===== config.mk =====
export PLATFORM = sky130hd
export DESIGN_NAME = sad_ctrl
export DESIGN_NICKNAME = d
export VERILOG_FILES = /design/src/rtl/sad_pkg.sv /design/src/rtl/sad_lat_timer.sv /design/src/rtl/sad_ctrl.sv
export SDC_FILE = /design/constraint.sdc
export NUM_CORES = 1
export LEC_CHECK = 0
export ABC_AREA = 1
export CORE_UTILIZATION = 40
export DETAILED_ROUTE_END_ITERATION = 10
export SLEW_MARGIN = 20
export SYNTH_ARGS = -nofsm -noshare
export SYNTH_HDL_FRONTEND = slang
export SYNTH_SLANG_ARGS = --single-unit

===== constraint.sdc =====
create_clock -name clk -period 1.24 [get_ports clk]
set_input_delay 0.31 -clock clk [delete_from_list [all_inputs] [get_ports clk]]
set_output_delay 0.31 -clock clk [all_outputs]
set_load 0.01 [all_outputs]

===== src/rtl/sad_pkg.sv =====
// Shared types and widths for the SAD control block.
// State encoding matches the datapath debug view.
package sad_pkg;

    localparam int LAT_W  = 3;
    localparam int ITER_W = 9;

    typedef enum logic [2:0] {
        S_IDLE  = 3'd0,
        S_INIT  = 3'd1,
        S_WAIT  = 3'd2,
        S_CHECK = 3'd3,
        S_DONE  = 3'd4,
        S_ERR   = 3'd5
    } state_t;

endpackage


===== src/rtl/sad_lat_timer.sv =====
// Loadable down-counter that times the memory read latency.
// expire is high while the count sits at 1 (last wait cycle).
module sad_lat_timer
    import sad_pkg::*;
(
    input  logic             clk,
    input  logic             rst_n,
    input  logic             load,
    input  logic [LAT_W-1:0] load_val,
    input  logic             en,
    output logic             expire
);

    logic [LAT_W-1:0] cnt_q;
    logic [LAT_W-1:0] cnt_d;

    // load wins over decrement; hold at zero
    always_comb begin
        cnt_d = cnt_q;
        if (load) begin
            cnt_d = load_val;
        end else if (en && cnt_q != '0) begin
            cnt_d = cnt_q - 1'b1;
        end
    end

    // counter register
    always_ff @(posedge clk or negedge rst_n) begin
        if (!rst_n) begin
            cnt_q <= '0;
        end else begin
            cnt_q <= cnt_d;
        end
    end

    assign expire = (cnt_q == LAT_W'(1));

endmodule


===== src/rtl/sad_ctrl.sv =====
// Control FSM for the SAD datapath: clears, per-element loads,
// memory latency wait, abort and iteration watchdog.
module sad_ctrl
    import sad_pkg::*;
#(
    parameter int MEM_LAT  = 1,
    parameter int MAX_ITER = 256
) (
    input  logic clk,
    input  logic rst_n,
    input  logic start,
    input  logic abort,
    input  logic i_lt_256,
    output logic i_inc,
    output logic i_clr,
    output logic sum_ld,
    output logic sum_clr,
    output logic sadreg_ld,
    output logic sadreg_clr,
    output logic busy,
    output logic done,
    output logic err
);

    localparam logic [LAT_W-1:0]  LAT_V    = LAT_W'(MEM_LAT);
    localparam logic [ITER_W-1:0] ITER_MAX = ITER_W'(MAX_ITER);
    localparam bit                HAS_LAT  = (MEM_LAT > 0);

    state_t              state_q, state_d;
    logic [ITER_W-1:0]   iter_q, iter_d;
    logic                err_q, err_d;
    logic                tmr_load;
    logic                tmr_en;
    logic                tmr_expire;

    sad_lat_timer u_timer (
        .clk      (clk),
        .rst_n    (rst_n),
        .load     (tmr_load),
        .load_val (LAT_V),
        .en       (tmr_en),
        .expire   (tmr_expire)
    );

    // next state and control decode; abort overrides at the end
    always_comb begin
        state_d    = state_q;
        iter_d     = iter_q;
        err_d      = err_q;
        tmr_load   = 1'b0;
        tmr_en     = 1'b0;
        i_inc      = 1'b0;
        i_clr      = 1'b0;
        sum_ld     = 1'b0;
        sum_clr    = 1'b0;
        sadreg_ld  = 1'b0;
        sadreg_clr = 1'b0;
        done       = 1'b0;
        unique case (state_q)
            S_IDLE: begin
                if (start) begin
                    state_d = S_INIT;
                    err_d   = 1'b0;
                end
            end
            S_INIT: begin
                i_clr      = 1'b1;
                sum_clr    = 1'b1;
                sadreg_clr = 1'b1;
                tmr_load   = 1'b1;
                iter_d     = '0;
                state_d    = HAS_LAT ? S_WAIT : S_CHECK;
            end
            S_WAIT: begin
                tmr_en = 1'b1;
                if (tmr_expire) begin
                    state_d = S_CHECK;
                end
            end
            S_CHECK: begin
                if (!i_lt_256) begin
                    sadreg_ld = 1'b1;
                    state_d   = S_DONE;
                end else if (iter_q < ITER_MAX) begin
                    sum_ld   = 1'b1;
                    i_inc    = 1'b1;
                    iter_d   = iter_q + 1'b1;
                    tmr_load = 1'b1;
                    state_d  = HAS_LAT ? S_WAIT : S_CHECK;
                end else begin
                    err_d   = 1'b1;
                    state_d = S_ERR;
                end
            end
            S_DONE: begin
                done    = 1'b1;
                state_d = S_IDLE;
            end
            S_ERR: begin
                i_clr   = 1'b1;
                sum_clr = 1'b1;
                state_d = S_IDLE;
            end
            default: begin
                state_d = S_IDLE;
            end
        endcase
        if (abort && (state_q == S_INIT || state_q == S_WAIT ||
                      state_q == S_CHECK)) begin
            i_clr     = 1'b1;
            sum_clr   = 1'b1;
            sum_ld    = 1'b0;
            i_inc     = 1'b0;
            sadreg_ld = 1'b0;
            tmr_load  = 1'b0;
            tmr_en    = 1'b0;
            iter_d    = iter_q;
            err_d     = err_q;
            state_d   = S_IDLE;
        end
    end

    // state, watchdog count and sticky error
    always_ff @(posedge clk or negedge rst_n) begin
        if (!rst_n) begin
            state_q <= S_IDLE;
            iter_q  <= '0;
            err_q   <= 1'b0;
        end else begin
            state_q <= state_d;
            iter_q  <= iter_d;
            err_q   <= err_d;
        end
    end

    assign busy = (state_q != S_IDLE);
    assign err  = err_q;

endmodule


Word-level counts from Yosys, hierarchy flattened:

Cells that the tools add are included.

* reduce and logical (&&, ||, !) cells: 14
* bitwise gates (word level): 1
* add/subtract/negate cells: 2
* equal/unequal tests: 12
* muxes and demuxes: 30
* $lt $le $gt $ge: 1

Operators with widths (count)
* 3-bit two-way mux: 7
* 9-bit two-way mux: 2
* 9-bit one-hot mux with 2 select lines: 1
* 1-bit two-way mux: 17
* 3-bit one-hot mux with 4 select lines: 1
* 9-bit by 1-bit adder with 9-bit output, second input constant: 1
* 9-bit less-than comparator, second input constant: 1
* 2-bit inequality test, second input constant: 4
* 3-bit by 1-bit equality test with 1-bit output, second input constant: 2
* 3-bit by 2-bit equality test with 1-bit output, second input constant: 2
* 3-bit equality test, second input constant: 2
* 2-bit nonzero test: 3
* 3-bit nonzero test: 2
* 5-bit AND reduction: 1
* 1-bit one-hot mux with 2 select lines: 2
* 4-bit AND reduction: 1
* 3-bit zero test: 1
* 3-bit by 2-bit inequality test with 1-bit output, second input constant: 1
* 3-bit inequality test, second input constant: 1
* 3-bit by 1-bit subtractor with 3-bit output, second input constant: 1
* 1-bit logical AND: 2
* 1-bit logical OR: 2
* 2-bit AND reduction: 1
* 2-bit OR reduction: 1
* 1-bit NOT: 1

* output and inout port bits: 9
* bits in registers: 16
* word-level logic and storage cells: 64
* input port bits: 5

Logic depth before layout (Yosys ltp):

Gate-level depths: netlist of the first run.

* depth in word-level cells: 8
* mapped depth: 8
* depth with buffers taken out: 8

Cells and area by module:

A second synthesis of the first run with hierarchy kept.

* cells, all modules: 163
* area, all modules: 1156.1 µm²

By module, submodules not included
* sad_ctrl: times used 1, cells each 131, area each 925.9 µm², seq. area each 325.3 µm²
* sad_lat_timer: times used 1, cells each 32, area each 230.2 µm², seq. area each 75.1 µm²

Worst setup path after synthesis of the first run:

OpenSTA, ideal clock, no wires.

* kind: reg2out
* from: register state_q[0]
* to: output port sum_ld
* slack: -0.217 ns
* required time: 0.930 ns
* path buffers: 1
* arrival time: 1.147 ns
* stages on the path, launching flop included: 6
* cells stage by stage: dfrtp_1 > nand2_2 > nor2_4 > nand3_1 > nor2_1 > buf_4

* word-level cells in the longest chain between the ends: 5
* elaborated cells between the ends (all ways): 8
* classes of those cells: eq/ne (3); mux (2); reduce/logical (3)

RTL lines
* start, declared: RTL line sad_ctrl.sv:29 `state_t state_q, state_d;`
* start signal, assigned: RTL line sad_ctrl.sv:130 `state_q <= state_d;`
* 3-bit by 1-bit equality test with 1-bit output / 3-bit by 2-bit equality test with 1-bit output (equally long branches): RTL line sad_ctrl.sv:108 `if (abort && (state_q == S_INIT || state_q == S_WAIT ||`
* 1-bit logical OR (2 in a row): RTL line sad_ctrl.sv:108
* 1-bit logical AND: RTL line sad_ctrl.sv:108
* 1-bit two-way mux *
* end, declared: RTL line sad_ctrl.sv:16 `output logic sum_ld,`

Every way passes the cells marked *; elsewhere a longest branch is shown, timed or not.

Worst setup path after layout of the first run:

* from: register state_q[0]
* to: output port i_inc

* word-level cells in the longest chain between the ends: 5
* elaborated cells between the ends (all ways): 8
* classes of those cells: eq/ne (3); mux (2); reduce/logical (3)

RTL lines
* 3-bit by 1-bit equality test with 1-bit output / 3-bit by 2-bit equality test with 1-bit output (equally long branches): RTL line sad_ctrl.sv:108
* 1-bit logical OR (2 in a row): RTL line sad_ctrl.sv:108
* 1-bit logical AND: RTL line sad_ctrl.sv:108
* 1-bit two-way mux *: RTL line sad_ctrl.sv:108
* end, declared: RTL line sad_ctrl.sv:14 `output logic i_inc,`

Marks and branches as above.

==> results of run 1 <==
-- final timing paths --
check	from	end	slack [ns]	cells after the start
min reg2reg	u_timer.cnt_q[1]	u_timer.cnt_q[1]	0.48	2
max	state_q[0]	i_inc	-0.39	6
min in group clk	u_timer.cnt_q[1]	u_timer.cnt_q[1]	0.48	2
min	rst_n	iter_q[5]	0.32	2
max reg2reg	state_q[2]	iter_q[6]	-0.36	8
max in group asynchronous	rst_n	state_q[1]	0.73	2
-- power breakdown --
part	total (µW)	switching [µW]	internal, µW
sequential	699	77.6	621
clock	278	165	113
combinational	1760	899	865
-- Yosys cell counts --
library cell / count / area [µm²]
xor2_1: 1 / 8.760
nand3b_1: 3 / 22.52
buf_6: 1 / 11.26
o31ai_1: 1 / 7.510
nor3_2: 1 / 10.01
o21ai_0: 5 / 25.02
inv_1: 20 / 75.07
nor2_4: 1 / 11.26
dfrtp_1: 16 / 400.4
a21oi_4: 1 / 16.27
inv_4: 1 / 6.260
a21oi_1: 1 / 5.000
o21bai_1: 1 / 7.510
nor2_1: 13 / 48.80
ha_1: 4 / 50.05
nand3_1: 21 / 105.1
o21ai_2: 1 / 8.760
or2_2: 1 / 6.260
nand4_1: 3 / 18.77
buf_4: 3 / 22.52
a31oi_1: 1 / 6.260
nand2_2: 1 / 6.260
nand2_1: 45 / 168.9
o21ai_1: 2 / 10.01
clkinv_2: 1 / 5.000
-- layer usage --
metal / vias to the layer above / share of wire, % / global-route usage (%)
met5: - / 0 / 0
met4: 0 / 1.0 / 9.649
met3: 2 / 3.7 / 7.062
met2: 21 / 49 / 35.63
met1: 517 / 47 / 29.41
li1: 578 / - / -
-- logic make-up after synthesis --
group | count (synthesis) | synth area share [%]
XOR/XNOR | 1 | 0.8237
AO/OA/AOI/OAI | 13 | 8.118
AND/OR/NAND/NOR | 89 | 37.41
buffers and inverters | 26 | 11.29
adder cells (fa/ha/maj) | 4 | 4.706
flip-flops | 16 | 37.65
-- stage by stage --
stage	setup TNS (ns)	std cells	hold WS, ns	instance area [µm²]
after CTS	-5.409	225	0.3258	1544
after global routing	-8.774	230	0.3577	1617
after detailed placement	-10.40	215	0.4614	1421
after global placement	-10.17	215	0.4541	1421
after floorplan	-0.3028	149	0.01441	1089
final	-6.790	230	0.3211	1617
-- layout make-up --
class / instances / area, µm²
clock buffer: 3 / 22.52
fill: 205 / 883.3
inverter: 22 / 92.59
multi-input combinational: 107 / 645.6
sequential: 16 / 400.4
tap: 30 / 37.54
timing repair buffer: 51 / 411.6
timing repair inverter: 1 / 6.256
-- timing repair --
action / 4_1_cts / 5_1_grt
setup buffers: 8 / 4
gates cloned: 0 / 1
pin swaps: 9 / 2
resized for setup: 56 / 10
endpoints found under the setup margin: 24 / 25
-- critical path: cells and delay by family, from the launching register on --
kind / cells / cell delay (ns)
buf+inv: 2 / 0.23
flops: 1 / 0.37
simple gates: 4 / 0.42
-- flip-flops by register name, indices dropped and copies added, names as in the netlist --
signal / count
err: 1
state_q: 3
u_timer.cnt_q: 3
iter_q: 9
==> reports/metrics.cfg, run 1 <==
[synth]
synth_seq_area_share_pct = 37.65
synth_area_mm2 = 0.001064
synthCells = 149
synth_cell_type_count = 25
syn_nets = 158
syn_area_per_cell_um2 = 7.138
yosys_register_bits = 16
yosys_warnings = 0

[die]
initial_core_util_pct = 42.54
rows = 18
die_x_um = 53.57
die_h_um = 53.57
die_area_mm2 = 0.002869
core_mm2 = 0.002500
num_io_pins = 14

[setup_path]
timing_worst_setup_path_type = reg2out
critPathLaunchType = register
critPathArrivalTime_ns = 1.32
slowest_delay_ns = 0.37
critPathSlowestCell = dfrtp_1
crit_path_end_kind = primary output
critPathRequiredTime_ns = 0.93
crit_chain = buf_6 > nand2_4 > nor2_4 > nand3_4 > nor2_4 > buf_6
cp_max_fo = 3

[global_routing]
grt_max_degree = 17
track_usage_pct = 22.99
first_global_vias = 1039
gr-total-overflow = 0
antenna_found_initial = 0
grt_pass1_wl_um = 4554

[cts]
worstSkewPairLatency_ns = 0.29
clock-sinks = 16
clockRootBuffer = clkbuf_4
cts_tree = built
htreeDepth = 1
numCtsBuffers = 3
postCtsHoldBufs = 0
clk_pin_slew_ns = 0.10
cts.path.max_buffers = 2

[sta]
max_freq_mhz = 613.9
worst_pin_slew_ns = 0.2623
relSlewSlack_pct = 82.47
setup_viol = 23
drv_slew = 0
hold_violations = 0
fin_skew_ns = 0.009321
worst_slack_ns = -0.3889
finalCritPeriodShare_pct = 131.4
fin_crit_ns = 1.629
rsz0062_at_grt = true

[placed_design]
dpl.hpwl_um = 1872
io_buffers = 13
pre_cts_slack_ns = -0.7510
gp_congestion = 0.8511

[cells_and_area]
syn2layout_area_growth_pct = 52.00
final_common_cell = nand2_1
layout-drive-gt1-share_pct = 37.50
layout_common_cells = 43 x nand2_1, 32 x buf_4, 19 x inv_1
nNetsFinal = 211
n_antenna_cell = 0
utilization_pct = 64.66

[route]
vias = 1118
ant_nets = 0
wirelength_um = 2796
drt_iter0_drc = 20
routedWlPerCell_um = 12.16
drt_pass1_iterations = 4
vias_per_cell = 4.861
drc = 0

[run]
maxCapViolCount = 0

[status]
violations = negative setup slack
status = complete, but fails checks

[min_path]
min_path_type = in2async

[power]
leakagePower_uw = 0.0008335
finalPower_uw = 2741
ir_drop_uv = 1308
p_per_area_mw_per_mm2 = 1696

Power figures use the tool's default switching activity.
==> run 2, diff against run 1 <==
- CAP_MARGIN: unset -> 20
==> results of run 2 <==
No change in the layout: final DEF, timing and power equal those of run 1.
==> run 3, diff against run 2 <==
- CAP_MARGIN: 20 -> unset
==> results of run 3 <==
No change in the layout: final DEF, timing and power equal those of run 1.
